[src/rtl/uart_ahb_master_if.sv]
// AHB-Lite bus between the UART bridge master and the UART slave port.
// The master drives the address/control/write-data side; the slave answers
// with HREADY and read data.
interface uart_ahb_master_if;
   logic        HREADY;
   logic [31:0] HRDATA;
   logic [31:0] HADDR;
   logic [1:0]  HTRANS;
   logic        HWRITE;
   logic        HSEL;
   logic [31:0] HWDATA;

   modport master (
      input  HREADY, HRDATA,
      output HADDR, HTRANS, HWRITE, HSEL, HWDATA
   );

   modport slave (
      output HREADY, HRDATA,
      input  HADDR, HTRANS, HWRITE, HSEL, HWDATA
   );
endinterface

[src/rtl/uart_ahb_master.sv]
// AHB-Lite master sitting directly in front of the UART slave port.
// TX bytes become single writes to the data register. An RX interrupt
// triggers a status read, and if the FIFO really holds data, a data read
// whose byte is presented on the RX stream. One transfer in flight at a time.
module uart_ahb_master #(
   parameter logic [31:0] BASE_ADDR   = 32'h0000_0000,
   parameter logic [7:0]  DATA_OFF    = 8'h00,
   parameter logic [7:0]  STAT_OFF    = 8'h04,
   parameter int          STALL_LIMIT = 1024,
   parameter int          CNT_W       = 16
) (
   input  logic                 i_Clock,
   input  logic                 i_reset,
   uart_ahb_master_if.master    ahb,
   input  logic                 i_irq,
   input  logic                 i_tx_valid,
   input  logic [7:0]           i_tx_data,
   output logic                 o_tx_ready,
   output logic                 o_rx_valid,
   output logic [7:0]           o_rx_data,
   input  logic                 i_rx_ready,
   output logic [CNT_W-1:0]     o_tx_count,
   output logic [CNT_W-1:0]     o_rx_count,
   output logic [CNT_W-1:0]     o_spurious,
   output logic                 o_stall_err,
   output logic                 o_busy
);

   localparam logic [31:0] DATA_ADDR = BASE_ADDR + {24'h0, DATA_OFF};
   localparam logic [31:0] STAT_ADDR = BASE_ADDR + {24'h0, STAT_OFF};
   localparam logic [1:0]  TR_IDLE   = 2'b00;
   localparam logic [1:0]  TR_NSEQ   = 2'b10;
   localparam int          STALL_W   = $clog2(STALL_LIMIT + 1);
   localparam logic [STALL_W-1:0] STALL_MAX = STALL_W'(STALL_LIMIT);

   typedef enum logic [2:0] {
      IDLE,
      WR_A,
      WR_D,
      ST_A,
      ST_D,
      RD_A,
      RD_D
   } state_t;

   state_t             state;
   logic               last_rx;
   logic [7:0]         tx_byte;
   logic [STALL_W-1:0] stall_cnt;
   logic               rx_req;
   logic               tx_req;
   logic               rx_grant;
   logic               tx_grant;
   logic               hrdata_unused;

   // Only the low byte and the rx_empty flag of read data matter here.
   assign hrdata_unused = ^ahb.HRDATA[31:8];

   // Request arbitration: when both sides want the bus, whoever did not go last wins.
   always_comb begin
      rx_req   = i_irq & ~o_rx_valid;
      tx_req   = i_tx_valid;
      rx_grant = (state == IDLE) & rx_req & ~(tx_req & last_rx);
      tx_grant = (state == IDLE) & tx_req & ~(rx_req & ~last_rx);
   end

   assign o_tx_ready = tx_grant;
   assign o_busy     = (state != IDLE);

   // Sequencer: walks each bus sequence phase by phase and owns all registered outputs.
   always_ff @(posedge i_Clock) begin
      if (i_reset) begin
         state       <= IDLE;
         last_rx     <= 1'b0;
         tx_byte     <= 8'h00;
         ahb.HTRANS  <= TR_IDLE;
         ahb.HSEL    <= 1'b0;
         ahb.HWRITE  <= 1'b0;
         ahb.HADDR   <= 32'h0;
         ahb.HWDATA  <= 32'h0;
         o_rx_valid  <= 1'b0;
         o_rx_data   <= 8'h00;
         o_tx_count  <= '0;
         o_rx_count  <= '0;
         o_spurious  <= '0;
      end else begin
         if (o_rx_valid && i_rx_ready) begin
            o_rx_valid <= 1'b0;
         end
         case (state)
            IDLE: begin
               if (rx_grant) begin
                  state      <= ST_A;
                  last_rx    <= 1'b1;
                  ahb.HTRANS <= TR_NSEQ;
                  ahb.HSEL   <= 1'b1;
                  ahb.HWRITE <= 1'b0;
                  ahb.HADDR  <= STAT_ADDR;
               end else if (tx_grant) begin
                  state      <= WR_A;
                  last_rx    <= 1'b0;
                  tx_byte    <= i_tx_data;
                  ahb.HTRANS <= TR_NSEQ;
                  ahb.HSEL   <= 1'b1;
                  ahb.HWRITE <= 1'b1;
                  ahb.HADDR  <= DATA_ADDR;
               end
            end
            WR_A: begin
               if (ahb.HREADY) begin
                  state      <= WR_D;
                  ahb.HTRANS <= TR_IDLE;
                  ahb.HSEL   <= 1'b0;
                  ahb.HWDATA <= {24'h0, tx_byte};
               end
            end
            WR_D: begin
               if (ahb.HREADY) begin
                  state      <= IDLE;
                  o_tx_count <= o_tx_count + CNT_W'(1);
               end
            end
            ST_A: begin
               if (ahb.HREADY) begin
                  state      <= ST_D;
                  ahb.HTRANS <= TR_IDLE;
                  ahb.HSEL   <= 1'b0;
               end
            end
            ST_D: begin
               if (ahb.HREADY) begin
                  if (ahb.HRDATA[0]) begin
                     state      <= IDLE;
                     o_spurious <= o_spurious + CNT_W'(1);
                  end else begin
                     state      <= RD_A;
                     ahb.HTRANS <= TR_NSEQ;
                     ahb.HSEL   <= 1'b1;
                     ahb.HWRITE <= 1'b0;
                     ahb.HADDR  <= DATA_ADDR;
                  end
               end
            end
            RD_A: begin
               if (ahb.HREADY) begin
                  state      <= RD_D;
                  ahb.HTRANS <= TR_IDLE;
                  ahb.HSEL   <= 1'b0;
               end
            end
            RD_D: begin
               if (ahb.HREADY) begin
                  state      <= IDLE;
                  o_rx_data  <= ahb.HRDATA[7:0];
                  o_rx_valid <= 1'b1;
                  o_rx_count <= o_rx_count + CNT_W'(1);
               end
            end
            default: begin
               state <= IDLE;
            end
         endcase
      end
   end

   // Stall watchdog: counts back-to-back wait states and latches a sticky error at the limit.
   always_ff @(posedge i_Clock) begin
      if (i_reset) begin
         stall_cnt   <= '0;
         o_stall_err <= 1'b0;
      end else if ((state != IDLE) && !ahb.HREADY) begin
         if (stall_cnt != STALL_MAX) begin
            stall_cnt <= stall_cnt + STALL_W'(1);
         end
         if (stall_cnt == STALL_MAX - STALL_W'(1)) begin
            o_stall_err <= 1'b1;
         end
      end else begin
         stall_cnt <= '0;
      end
   end

endmodule

[src/flat_wrapper.sv]
// flat-port wrapper written by rule: the top's interface ports become plain ports
module uart_ahb_master_flat 
#(
   parameter logic [31:0] BASE_ADDR   = 32'h0000_0000,
   parameter logic [7:0]  DATA_OFF    = 8'h00,
   parameter logic [7:0]  STAT_OFF    = 8'h04,
   parameter int          STALL_LIMIT = 1024,
   parameter int          CNT_W       = 16
)
  (i_Clock, i_reset, i_irq, i_tx_valid, i_tx_data, o_tx_ready, o_rx_valid, o_rx_data, i_rx_ready, o_tx_count, o_rx_count, o_spurious, o_stall_err, o_busy, ahb_HREADY, ahb_HRDATA, ahb_HADDR, ahb_HTRANS, ahb_HWRITE, ahb_HSEL, ahb_HWDATA);
  uart_ahb_master_if ahb_i ();
  input  logic i_Clock;
  input  logic i_reset;
  input  logic i_irq;
  input  logic i_tx_valid;
  input  logic [7:0] i_tx_data;
  output logic o_tx_ready;
  output logic o_rx_valid;
  output logic [7:0] o_rx_data;
  input  logic i_rx_ready;
  output logic [CNT_W-1:0] o_tx_count;
  output logic [CNT_W-1:0] o_rx_count;
  output logic [CNT_W-1:0] o_spurious;
  output logic o_stall_err;
  output logic o_busy;
  input wire logic [$bits(ahb_i.HREADY)-1:0] ahb_HREADY;
  input wire logic [$bits(ahb_i.HRDATA)-1:0] ahb_HRDATA;
  output wire logic [$bits(ahb_i.HADDR)-1:0] ahb_HADDR;
  output wire logic [$bits(ahb_i.HTRANS)-1:0] ahb_HTRANS;
  output wire logic [$bits(ahb_i.HWRITE)-1:0] ahb_HWRITE;
  output wire logic [$bits(ahb_i.HSEL)-1:0] ahb_HSEL;
  output wire logic [$bits(ahb_i.HWDATA)-1:0] ahb_HWDATA;
  assign ahb_i.HREADY = ahb_HREADY;
  assign ahb_i.HRDATA = ahb_HRDATA;
  assign ahb_HADDR = ahb_i.HADDR;
  assign ahb_HTRANS = ahb_i.HTRANS;
  assign ahb_HWRITE = ahb_i.HWRITE;
  assign ahb_HSEL = ahb_i.HSEL;
  assign ahb_HWDATA = ahb_i.HWDATA;
  uart_ahb_master #(.BASE_ADDR(BASE_ADDR), .DATA_OFF(DATA_OFF), .STAT_OFF(STAT_OFF), .STALL_LIMIT(STALL_LIMIT), .CNT_W(CNT_W)) u_core (.i_Clock(i_Clock), .i_reset(i_reset), .ahb(ahb_i), .i_irq(i_irq), .i_tx_valid(i_tx_valid), .i_tx_data(i_tx_data), .o_tx_ready(o_tx_ready), .o_rx_valid(o_rx_valid), .o_rx_data(o_rx_data), .i_rx_ready(i_rx_ready), .o_tx_count(o_tx_count), .o_rx_count(o_rx_count), .o_spurious(o_spurious), .o_stall_err(o_stall_err), .o_busy(o_busy));
endmodule
[config.mk]
export PLATFORM = sky130hd
export DESIGN_NAME = uart_ahb_master_flat
export DESIGN_NICKNAME = d
export VERILOG_FILES = /design/src/rtl/uart_ahb_master_if.sv /design/src/rtl/uart_ahb_master.sv /design/src/flat_wrapper.sv
export SDC_FILE = /design/constraint.sdc
export NUM_CORES = 1
export LEC_CHECK = 0
export CAP_MARGIN = 20
export CELL_PAD_IN_SITES_DETAIL_PLACEMENT = 2
export CELL_PAD_IN_SITES_GLOBAL_PLACEMENT = 2
export CORE_ASPECT_RATIO = 1.5
export CORE_MARGIN = 1.5
export CORE_UTILIZATION = 35
export CTS_CLUSTER_DIAMETER = 100
export CTS_CLUSTER_SIZE = 28
export DETAILED_ROUTE_END_ITERATION = 7
export DONT_BUFFER_PORTS = 1
export GPL_TIMING_DRIVEN = 0
export PLACE_DENSITY_LB_ADDON = 0.1
export SLEW_MARGIN = 5
export SYNTH_ARGS = -nofsm -noshare
export SYNTH_HDL_FRONTEND = slang
export SYNTH_SLANG_ARGS = --single-unit
[constraint.sdc]
create_clock -name i_Clock -period 2.01 [get_ports i_Clock]
set_input_delay 0.5025 -clock i_Clock [delete_from_list [all_inputs] [get_ports i_Clock]]
set_output_delay 0.5025 -clock i_Clock [all_outputs]
set_load 0.02 [all_outputs]
# [Word-level counts from Yosys, hierarchy flattened]
# Index checks and enable logic that the tools add are counted.
[totals] register_bits=125 latch_bits=0 ramBits=0 romBits=0 input_bits=46 word_cells=104 mem_count=0
[classes] n_addsub=4 mul=0 div=0 n_lt_le_gt_ge=0 eq_ne=16 n_shift=0 muxes=35 bitwise_logic=13 n_reduce_logical=21
[ops] cell="32-bit two-way mux" count=4
[ops] cell="32-bit one-hot mux with 2 select lines" count=1
[ops] cell="16-bit by 1-bit adder with 16-bit output, second input constant" count=3
[ops] cell="3-bit two-way mux" count=8
[ops] cell="3-bit one-hot mux with 6 select lines" count=1
[ops] cell="1-bit two-way mux" count=13
[ops] cell="11-bit by 1-bit adder with 11-bit output, second input constant" count=1
[ops] cell="11-bit by 10-bit == test with 1-bit output, second input constant" count=1
[ops] cell="11-bit != test, second input constant" count=1
[ops] cell="2-bit two-way mux" count=5
[ops] cell="2-bit != test, second input constant" count=5
[ops] cell="2-bit AND reduction" count=5
[ops] cell="3-bit == test, second input constant" count=3
[ops] cell="1-bit bitwise AND" count=7
[ops] cell="3-bit by 2-bit == test with 1-bit output, second input constant" count=2
[ops] cell="1-bit NOT" count=6
[ops] cell="2-bit one-hot mux with 3 select lines" count=1
[ops] cell="3-bit AND reduction" count=2
[ops] cell="6-bit AND reduction" count=1
[ops] cell="3-bit nonzero test" count=2
[ops] cell="5-bit AND reduction" count=1
[ops] cell="2-bit by 1-bit != test with 1-bit output, second input constant" count=2
[ops] cell="4-bit AND reduction" count=1
[ops] cell="2-bit nonzero test" count=2
[ops] cell="other kinds (9)" count=11

# [Longest topological paths before layout]
# Gate-level depths: netlist of run 1.
[depth] ltp_word=8 mapped_depth=6 mapped_depth_nobuf=5

# [Worst setup path after synthesis of run 1]
# Ideal clock, no wire load.
[synth_timing] path_kind="in2reg" startpoint="input ahb_HRDATA[0]" endpoint="register u_core.o_spurious[7]" setup_ps=59 arrival_time_ps=1666 setup_slack_ps=285 path_stages=6 path_cell_list="nor4bb_1 buf_2 nand4_1 clkbuf_1 or4_1 nand2_1"
[synth_via] elab_chain_cells=1
[synth_rtl] element="from (decl)" line_no="flat_wrapper.sv:27" source="input wire logic [$bits(ahb_i.HRDATA)-1:0] ahb_HRDATA;"
[synth_rtl] element="3-bit AND reduction (no source line)"
[synth_rtl] element="to (signal assigned)" line_no="uart_ahb_master.sv:134" source="o_spurious <= o_spurious + CNT_W'(1);"
[synth_rtl] element="to (decl)" line_no="uart_ahb_master.sv:24" source="output logic [CNT_W-1:0] o_spurious,"
# Every way passes these cells.
# A chain may end at the register's enable or synchronous reset.

# [Worst setup path after layout of run 1]
[layout_timing] startpoint="register u_core.state[2]" endpoint="output o_tx_ready"
[layout_via] elab_chain_cells=3
[layout_rtl] element="from (decl)" line_no="uart_ahb_master.sv:46" source="state_t state;"
[layout_rtl] element="from (signal assigned)" line_no="uart_ahb_master.sv:73" source="state <= IDLE;"
[layout_rtl] element="from (signal assigned)" line_no="uart_ahb_master.sv:93" source="state <= ST_A;"
[layout_rtl] element="from (signal assigned)" line_no="uart_ahb_master.sv:100" source="state <= WR_A;"
[layout_rtl] element="3-bit zero test" line_no="uart_ahb_master.sv:64" source="tx_grant = (state == IDLE) & tx_req & ~(rx_req & ~last_rx);"
[layout_rtl] element="1-bit bitwise AND (2 in series)" line_no="uart_ahb_master.sv:64"
[layout_rtl] element="to (decl)" line_no="flat_wrapper.sv:17" source="output logic o_tx_ready;"
# Every way passes these cells.

==> results.sh, run 1 <==
export IMPL_layout_area_overhead_vs_synth_pct=18.2
export IMPL_cap_viol_max_count=0
export IMPL_worstSetupPathType="reg2out"
export IMPL_cells_on_worst_reg2reg_path=5
export IMPL_wl_per_cell_um=16.5
export IMPL_number_of_distinct_library_cells_after_synthesis=59
export IMPL_power_density_mw_per_mm2=909
export IMPL_final_layout_size_suffix_gt1_frac=0.168
export IMPL_yosys_area_share_xor_xnor=0.0604
export IMPL_crit_reg2reg_launch="u_core.state[0]"
export IMPL_clock_fmax_mhz=523
export IMPL_cts_htree_levels=3
export IMPL_grt_first_pass_wirelength_um=19900
export IMPL_kind_of_path_behind_the_tightest_hold_check="in2reg"
export IMPL_share_of_synthesized_cell_area_in_and_or_nand_and_nor_gates=0.253
export IMPL_synth_top_family_by_area="simple AND/OR/NAND/NOR gates"
export IMPL_final_common_cell="dfxtp_1"
export IMPL_slack_of_the_worst_reg_to_reg_path_ns=0.12
export IMPL_worst_path_max_delay_cell="dfxtp_2"
export IMPL_std_cell_rows=50
export IMPL_maximum_number_of_pins_on_one_net_before_global_route_repair=16
export IMPL_insertedDiodeCount=0
export IMPL_cts_bufs_inserted=9
export IMPL_crit_path_start_kind="flop"
export IMPL_grt_pass1_vias=4040
export IMPL_routed_wl_um=12300
export IMPL_post_route_min_period_ns=1.91
export IMPL_worst_path_buf_inv=1
export IMPL_timing_final_max_slew_violations=0
export IMPL_clock_transition_at_the_registers_of_the_reported_paths_ns=0.07
export IMPL_place_inst=730
export IMPL_design_die_area_mm2=0.0136
export IMPL_synthesis_area_per_instance_um2=8.67
export IMPL_placement_io_buffers=0
export IMPL_layout_setup_ws_ns=0.0988
export IMPL_synthAdderAreaFrac=0.0139
export IMPL_ys_seq_area_frac=0.409
export IMPL_cts_hold_fix_buffers=0
export IMPL_hold_violations=0
export IMPL_setup_viol=0
export IMPL_die_height_um=142
export IMPL_grt_total_usage=0.187
export IMPL_die_x_um=95.6
export IMPL_io_pins=174
export IMPL_share_of_the_cycle_needed_by_the_critical_path_after_routing=0.951
export IMPL_power_leakage_nw=2.16
export IMPL_post_place_ws_ns=-0.206
export IMPL_crit_reg2reg_capture="u_core.o_spurious[12]"
export IMPL_vias=3757
export IMPL_place_congestion=0.764
export IMPL_drc=0
export IMPL_setup_tns_ns=0
export IMPL_post_synth_instance_area_mm2=0.00450
export IMPL_worst_hold_slack_ns=0.292
export IMPL_outcome="finished clean"
export IMPL_floorplan_core_area_mm2=0.0125
export IMPL_number_of_standard_cells_after_synthesis=519
export IMPL_ys_warn_count=0
export IMPL_cts_tree="built"
export IMPL_critical_path_endpoint_type="primary output"
export IMPL_instances_no_fill=746
export IMPL_synth_edff_count=0
export IMPL_cts_max_path_buffers=2
export IMPL_dp_hpwl_um=9380
export IMPL_grt_ovfl_total=0
export IMPL_commonest_non_fill_non_tap_cells_in_the_layout="dfxtp_1, nor2_1, buf_4"
export IMPL_clk_insertion_delay_late_ns=0.34
export IMPL_worst_endpoint_arrival_ns=1.41
export IMPL_fin_worst_skew_ns=0.00507
export IMPL_crit_fanout=10
export IMPL_count_of_state_elements_after_synthesis=92
export IMPL_holdCritStartpoint="ahb_HRDATA[6]"
export IMPL_number_of_antenna_violations_at_the_first_check_in_global_routing=0
export IMPL_synth_top_flop_cell="dfxtp_1"
export IMPL_drt_pre_antenna_iters=4
export IMPL_worst_slew_margin_rel=0.580
export IMPL_vdd_ir_drop_max_uv=400
export IMPL_crit_chain="nor3_4 > o211a_1 > buf_12"
export IMPL_synth_async_sr_flop_share=0
export IMPL_effective_utilization_at_floorplan=0.360
export IMPL_drtIter0Drc=42
export IMPL_clkSinkCount=92
export IMPL_hold_path_endpoint="u_core.o_rx_data[6]"
export IMPL_power_w=0.00483
export IMPL_synth_compound_gate_area_share=0.0879
export IMPL_slowest_delay_ns=0.35
export IMPL_rsz0062_at_grt="false"
export IMPL_worst_ep_required_time_ns=1.51
export IMPL_cell_depth_of_the_worst_hold_path=2
export IMPL_clockRootBuffer="clkbuf_16"
export IMPL_worst_pin_slew_ns=0.630
export IMPL_cp_top_family="flip-flops"
export IMPL_routed_via_density=5.04
export IMPL_layout_nets=636
export IMPL_mux_share_of_post_synthesis_cell_area=0.0501
export IMPL_postRouteAntennaNets=0
export IMPL_critical_path_depth=3
-- sequential cells by signal, indices dropped and copies added (netlist names) --
signal,flops
u_core.o_rx_count,16
u_core.o_spurious,16
u_core.o_tx_count,16
u_core.stall_cnt,11
u_core.ahb.HWDATA,8
u_core.o_rx_data,8
u_core.tx_byte,8
u_core.state,3
u_core.ahb.HADDR,1
u_core.ahb.HTRANS,1
u_core.ahb.HWRITE,1
u_core.last_rx,1
u_core.o_rx_valid,1
u_core.o_stall_err,1
-- cells in the mapped netlist, drive strengths merged (2+ instances only) --
master | count | area share
dfxtp | 92 | 0.41
buf | 65 | 0.10
nor2 | 59 | 0.049
nand2 | 42 | 0.036
a21oi | 29 | 0.032
nand3 | 24 | 0.027
xor2 | 20 | 0.039
mux2i | 18 | 0.040
nand4 | 17 | 0.025
clkbuf | 14 | 0.012
o21ai | 14 | 0.016
xnor2 | 11 | 0.021
inv | 10 | 0.0083
or3 | 10 | 0.014
and3 | 9 | 0.013
nor3 | 8 | 0.010
nand2b | 7 | 0.0097
nor2b | 7 | 0.0097
or4 | 7 | 0.012
ha | 5 | 0.014
nor4 | 5 | 0.0083
and2 | 4 | 0.0056
and4 | 4 | 0.0078
mux2 | 4 | 0.010
o31ai | 4 | 0.0067
nand4b | 2 | 0.0072
nor3b | 2 | 0.0045
o21a | 2 | 0.0033
o21ba | 2 | 0.0045
o311ai | 2 | 0.0039
o41ai | 2 | 0.0039
or2 | 2 | 0.0028
-- power breakdown --
group / total, W / internal, W / switching, W
Combinational: 0.000777 / 0.000316 / 0.000462
Sequential: 0.00201 / 0.00190 / 0.000109
Clock: 0.00205 / 0.00134 / 0.000712
-- final cells by class --
cell class,instances,area [um2]
fill,1409,7200
multi-input combinational,393,2330
sequential,92,1850
buffer,79,542
clock buffer,9,225
tap,156,195
clock inverter,7,139
inverter,10,37.5
-- cell families after synthesis --
logic type / after synthesis
adders and majority gates: 5
muxes: 22
xor gates and xnor gates: 31
AOI/OAI and AO/OA: 64
other: 1
DFF: 92
buffers and inverters: 89
and+or+nand+nor: 215
-- worst register-to-register path, cell delays in order (launching register included) --
cell and delay (ns):
dfxtp_1 0.36, nor4bb_1 0.34, buf_2 0.25, nand4_2 0.28
or3_1 0.43, a21oi_1 0.16
-- per-layer routing --
layer	vias to the layer above	track usage	wire length, um	part of all wire
met5	-	0	0	0
met4	0	0.0635	133	0.011
li1	1808	-	-	-
met3	10	0.0456	704	0.057
met2	87	0.361	7080	0.57
met1	1852	0.188	4400	0.36
-- worst max-delay path by stage --
stage	slack, ns	end	startpoint
final	0.1	o_tx_ready	u_core.state[2]
after CTS	0.001	u_core.o_tx_count[15]	u_core.o_tx_count[3]
after global routing	0.02	o_tx_ready	u_core.state[2]
after detailed placement	-0.21	u_core.o_tx_count[14]	i_reset
after global placement	-0.17	u_core.o_spurious[3]	i_reset
after floorplan	0.29	u_core.o_spurious[7]	ahb_HRDATA[0]
-- metrics by stage --
step	utilization	instance area (um2)
3_3_place_gp	0.392	4900
2_1_floorplan	-	4700
5_1_grt	0.425	5320
3_5_place_dp	0.392	4900
6_report	0.425	5320
4_1_cts	0.421	5270
-- what timing repair did --
item / 4_1_cts / 5_1_grt
setup endpoints to repair: 2 / 18
pin swaps: 0 / 1
setup buffers: 0 / 0
resized for setup: 2 / 16
No activity file was read; power rests on OpenSTA's default activity.
==> run 2, diff against run 1 <==
CAP_MARGIN = 15   (was 20)
CTS_CLUSTER_DIAMETER = 50   (was 100)
==> results of run 2 <==
No change in the layout: final DEF, timing and power equal those of run 1.
